[config.mk]
export PLATFORM = sky130hd
export DESIGN_NAME = booth_seq_mul
export DESIGN_NICKNAME = d
export VERILOG_FILES = /design/src/rtl/booth_seq_mul.sv
export SDC_FILE = /design/constraint.sdc
export NUM_CORES = 1
export LEC_CHECK = 0
export CORE_UTILIZATION = 53
export DETAILED_ROUTE_END_ITERATION = 6
export PLACE_DENSITY = 0.8
export SLEW_MARGIN = 20
export SYNTH_ARGS = -nofsm -noshare
export SYNTH_HDL_FRONTEND = slang
export SYNTH_SLANG_ARGS = --single-unit
[constraint.sdc]
create_clock -name clk -period 3.5 [get_ports clk]
set_input_delay 1.05 -clock clk [delete_from_list [all_inputs] [get_ports clk]]
set_output_delay 1.05 -clock clk [all_outputs]
set_load 0.01 [all_outputs]
[src/rtl/booth_seq_mul.sv]
// Sequential radix-2 Booth multiplier: one Booth step per cycle over WIDTH+1 steps,
// with a valid/ready operand port and a valid/ready product port.
module booth_seq_mul #(
  parameter int WIDTH = 8
) (
  input  logic               clk,
  input  logic               rst,
  input  logic               in_valid,
  output logic               in_ready,
  input  logic [WIDTH-1:0]   multiplicand,
  input  logic [WIDTH-1:0]   multiplier,
  input  logic               signed_mode,
  input  logic               abort,
  output logic               out_valid,
  input  logic               out_ready,
  output logic [2*WIDTH-1:0] product,
  output logic               busy,
  output logic [1:0]         dbg_state
);

  // Handshake: a transfer happens on a rising edge where valid && ready are both 1;
  // valid never waits on ready, and a producer holds its data stable until the transfer.

  localparam int CW = $clog2(WIDTH + 2);
  localparam logic [CW-1:0] COUNT_INIT = CW'(WIDTH + 1);
  localparam logic [CW-1:0] COUNT_ONE  = CW'(1);

  localparam logic [1:0] S_IDLE = 2'd0;
  localparam logic [1:0] S_CALC = 2'd1;
  localparam logic [1:0] S_DONE = 2'd2;

  logic [1:0]         state_q, state_d;
  logic [WIDTH:0]     a_q, a_d;
  logic [WIDTH:0]     q_q, q_d;
  logic [WIDTH:0]     m_q, m_d;
  logic               qm1_q, qm1_d;
  logic [CW-1:0]      count_q, count_d;
  logic [2*WIDTH-1:0] product_q, product_d;

  logic [WIDTH:0]     a_op;
  logic [WIDTH:0]     a_sh;
  logic [WIDTH:0]     q_sh;
  logic [CW-1:0]      count_dec;

  always_comb begin
    state_d   = state_q;
    a_d       = a_q;
    q_d       = q_q;
    m_d       = m_q;
    qm1_d     = qm1_q;
    count_d   = count_q;
    product_d = product_q;

    // Operands carry one extra bit so -M never overflows, even for signed min.
    case ({q_q[0], qm1_q})
      2'b10:   a_op = a_q - m_q;
      2'b01:   a_op = a_q + m_q;
      default: a_op = a_q;
    endcase
    a_sh      = {a_op[WIDTH], a_op[WIDTH:1]};
    q_sh      = {a_op[0], q_q[WIDTH:1]};
    count_dec = count_q - COUNT_ONE;

    case (state_q)
      S_IDLE: begin
        if (in_valid) begin
          m_d     = {signed_mode & multiplicand[WIDTH-1], multiplicand};
          q_d     = {signed_mode & multiplier[WIDTH-1], multiplier};
          a_d     = '0;
          qm1_d   = 1'b0;
          count_d = COUNT_INIT;
          state_d = S_CALC;
        end
      end
      S_CALC: begin
        if (abort) begin
          state_d = S_IDLE;
        end else begin
          a_d     = a_sh;
          q_d     = q_sh;
          qm1_d   = q_q[0];
          count_d = count_dec;
          if (count_dec == '0) begin
            state_d   = S_DONE;
            product_d = {a_sh[WIDTH-2:0], q_sh};
          end
        end
      end
      S_DONE: begin
        if (out_ready || abort) state_d = S_IDLE;
      end
      default: state_d = S_IDLE;
    endcase
  end

  always_ff @(posedge clk) begin
    if (rst) begin
      state_q   <= S_IDLE;
      a_q       <= '0;
      q_q       <= '0;
      m_q       <= '0;
      qm1_q     <= 1'b0;
      count_q   <= '0;
      product_q <= '0;
    end else begin
      state_q   <= state_d;
      a_q       <= a_d;
      q_q       <= q_d;
      m_q       <= m_d;
      qm1_q     <= qm1_d;
      count_q   <= count_d;
      product_q <= product_d;
    end
  end

  assign in_ready  = (state_q == S_IDLE);
  assign out_valid = (state_q == S_DONE);
  assign busy      = (state_q != S_IDLE);
  assign product   = product_q;
  assign dbg_state = state_q;

endmodule

==> impl_metrics.env <==
export IMPL_status="finished with violations"
export IMPL_failed_checks="design-rule violations"
export IMPL_cts_htree_levels=2
export IMPL_cap_violations=0
export IMPL_dominantRegCellSynth="sky130_fd_sc_hd__dfxtp_1"
export IMPL_place_detailed_hpwl_um=4410
export IMPL_clock_tree_root_cell="sky130_fd_sc_hd__clkbuf_8"
export IMPL_synth_yosys_warnings=0
export IMPL_cts_hold_buffers_added=0
export IMPL_cts_repair_timing_setup_buffer_count=0
export IMPL_drive_gt1_share_pct=5.13
export IMPL_quantity_of_i_o_buffers_inserted_on_ports=42
export IMPL_critPathKind="reg -> reg"
export IMPL_achievable_clock_frequency_ghz=0.360
export IMPL_power_mw=1.27
export IMPL_vias=2385
export IMPL_design_final_nets=385
export IMPL_timing_max_slew_rel_slack_pct=45.0
export IMPL_min_delay_start="product[4]"
export IMPL_cts_tree="done"
export IMPL_fin_worst_skew_ps=9.37
export IMPL_critPathLaunchType="register"
export IMPL_row_count=24
export IMPL_fp_dieH_um=71.2
export IMPL_synth_fp_nets=345
export IMPL_mostFrequentLayoutCells="49 x sky130_fd_sc_hd__dfxtp_1, 47 x sky130_fd_sc_hd__nand2_1, 42 x sky130_fd_sc_hd__clkdlybuf4s50_1"
export IMPL_clock_sinks=49
export IMPL_final_hold_violation_count=0
export IMPL_worst_endpoint_arrival_ps=2980
export IMPL_inserted_diodes=0
export IMPL_worstPathBufferInverterCount=1
export IMPL_post_drt_via_cell_ratio=5.92
export IMPL_cp_required_ps=3700
export IMPL_cpLargestDelayFamily="compound AO/OA/AOI/OAI gates"
export IMPL_worst_pin_slew_ps=822
export IMPL_setup_repair_after_global_routing_missed_its_margin="no"
export IMPL_detailedRoute_firstIterationViolations=173
export IMPL_ports_placed_on_the_boundary=43
export IMPL_clock_latency_late_sink_ps=310
export IMPL_timing_final_setup_violations=0
export IMPL_die_width_um=71.2
export IMPL_synth_edff_count=0
export IMPL_timing_hold_worst_class="reg -> reg"
export IMPL_max_vdd_ir_drop_uv=320
export IMPL_wirelength_um=5930
export IMPL_ctsResizeCount=0
export IMPL_most_common_library_cell_in_the_layout_ignoring_fill_and_taps="sky130_fd_sc_hd__dfxtp_1"
export IMPL_wire_per_inst_um=14.7
export IMPL_slew_viol_final=0
export IMPL_initial_utilization_pct=56.7
export IMPL_wire_length_of_the_first_global_routing_pass_um=10400
export IMPL_minimum_period_implied_by_the_final_worst_setup_slack_ps=2780
export IMPL_critPathCaptureType="register"
export IMPL_worst_path_max_fanout=8
export IMPL_cts_max_path_buffers=2
export IMPL_detail_route_antenna_nets=0
export IMPL_grt_max_degree=25
export IMPL_number_of_global_route_vias_before_repair=2289
export IMPL_cell_count_of_the_worst_hold_path=2
export IMPL_final_setup_tns_ps=0
export IMPL_ff2ff_path_depth=9
export IMPL_route_detailed_drc=2
export IMPL_p_leak_nw=1.24
export IMPL_cp_slowest_stage_delay_ps=460
export IMPL_final_period_utilization_pct=79.3
export IMPL_mappedNetlistArea_mm2=0.00254
export IMPL_reg_clk_slew_reported_paths_ps=90
export IMPL_synth_sequential_area_ratio_pct=38.7
export IMPL_core_mm2=0.00447
export IMPL_firstDrtPassIters=7
export IMPL_ys_ff_latch=49
export IMPL_design_die_area_mm2=0.00507
export IMPL_r2r_setup_slack_ps=720
export IMPL_post_synth_inst_count=310
export IMPL_grt_remaining_overflow=0
export IMPL_timing_hold_worst_endpoint="product[4]"
export IMPL_cts_buffers=5
export IMPL_cpMaxStageDelayCell="sky130_fd_sc_hd__fa_1"
export IMPL_rr_startpoint="q_q[0]"
export IMPL_gr_usage_all_layers_pct=25.8
export IMPL_routabilityCongestion=0.905
export IMPL_post_synth_cell_area_avg_um2=8.19
export IMPL_area_delta_synth_final_pct=23.1
export IMPL_synthArstFlopShare_pct=0
export IMPL_rr_endpoint="a_q[7]"
export IMPL_yosysUniqueCellTypes=44
export IMPL_crit_chain="inv_1, ha_1, mux2_2, fa_1, a211oi_2, o21ai_0, a221oi_1, xnor2_1, o41ai_1"
export IMPL_antenna_found_initial=0
export IMPL_power_per_cell_area_mw_per_mm2=406
==> worst max-delay path by stage <==
stage / startpoint / cells after the start / end
finish: q_q[0] / 9 / a_q[7]
global route: q_q[0] / 9 / a_q[7]
CTS: q_q[0] / 9 / a_q[7]
detailed placement: abort / 6 / product[11]
global placement: abort / 6 / product[11]
floorplan: q_q[0] / 10 / a_q[7]
==> synthesized netlist by cell type, types with 3 or more instances <==
library cell | n | area [um2]
sky130_fd_sc_hd__buf_2 | 3 | 15.0
sky130_fd_sc_hd__xor2_1 | 8 | 70.1
sky130_fd_sc_hd__xnor2_1 | 3 | 26.3
sky130_fd_sc_hd__nor3b_1 | 3 | 22.5
sky130_fd_sc_hd__a22oi_1 | 3 | 22.5
sky130_fd_sc_hd__a211oi_1 | 12 | 90.1
sky130_fd_sc_hd__a21oi_1 | 36 | 180
sky130_fd_sc_hd__inv_1 | 8 | 30.0
sky130_fd_sc_hd__nor2_1 | 35 | 131
sky130_fd_sc_hd__nand2b_1 | 5 | 31.3
sky130_fd_sc_hd__nand2_1 | 47 | 176
sky130_fd_sc_hd__dfxtp_1 | 49 | 981
sky130_fd_sc_hd__a31oi_1 | 4 | 25.0
sky130_fd_sc_hd__nor4_1 | 3 | 18.8
sky130_fd_sc_hd__o21ai_0 | 6 | 30.0
sky130_fd_sc_hd__nand3_1 | 4 | 20.0
sky130_fd_sc_hd__nor3_1 | 7 | 35.0
sky130_fd_sc_hd__mux2i_1 | 11 | 110
sky130_fd_sc_hd__o211ai_1 | 4 | 30.0
sky130_fd_sc_hd__ha_1 | 12 | 150
sky130_fd_sc_hd__nand3b_1 | 4 | 30.0
sky130_fd_sc_hd__clkbuf_1 | 13 | 48.8
sky130_fd_sc_hd__a21o_1 | 3 | 22.5
sky130_fd_sc_hd__o41ai_1 | 3 | 26.3
==> per-stage QoR <==
stage               hold slack, ps  cells  worst slack, ps  cell area, um2  util (%)
floorplan                      444    310              922            2540         -
global placement               448    395              683            3010      67.3
detailed placement             450    395              625            3010      67.3
CTS                            464    403              737            3120      69.8
global route                   488    403              463            3120      69.8
finish                         461    403              723            3120      69.8
==> power breakdown <==
| group | internal (mW) | switching (mW) | total, mW | leakage [nW] |
|---|---|---|---|---|
| logic | 0.115 | 0.143 | 0.258 | 0.782 |
| clock network | 0.214 | 0.194 | 0.408 | 0.0585 |
| registers | 0.580 | 0.0229 | 0.603 | 0.399 |
| total | 0.909 | 0.360 | 1.27 | 1.24 |
==> metal layers <==
layer	GRT usage, %	wire length [um]	up-vias	part of all wire [%]
met3	4.70	328	6	5.5
li1	-	-	1186	-
met4	6.67	52	0	0.88
met1	36.0	2850	1124	48
met2	41.3	2690	69	45
met5	0	0	-	0
==> registers in the layout, summed over array words and instances, names as in the netlist <==
register	cells
product	16
m_q	9
q_q	9
a_q	8
count_q	4
dbg_state	2
qm1_q	1
==> tightest hold or removal path: stages, from the launching register on <==
cell	delay (ps)
sky130_fd_sc_hd__dfxtp_1	320
sky130_fd_sc_hd__nand2_1	50
sky130_fd_sc_hd__a21oi_1	50
==> layout make-up <==
type / instances / area (um2)
Multi-Input combinational cell: 237 / 1460
Fill cell: 368 / 1350
Sequential cell: 49 / 981
Timing Repair Buffer: 49 / 473
Clock buffer: 5 / 68.8
Tap cell: 52 / 65.1
Clock inverter: 3 / 43.8
Inverter: 8 / 30.0
==> cell families after synthesis <==
group | count (synthesis) | share of synthesized area, %
simple gates | 117 | 20.8
fa+ha+maj | 13 | 6.71
compound gates | 84 | 21.6
mux | 12 | 4.78
buf+inv | 24 | 3.70
xor+xnor | 11 | 3.80
flops | 49 | 38.7
No activity file was read; power rests on OpenSTA's default activity.
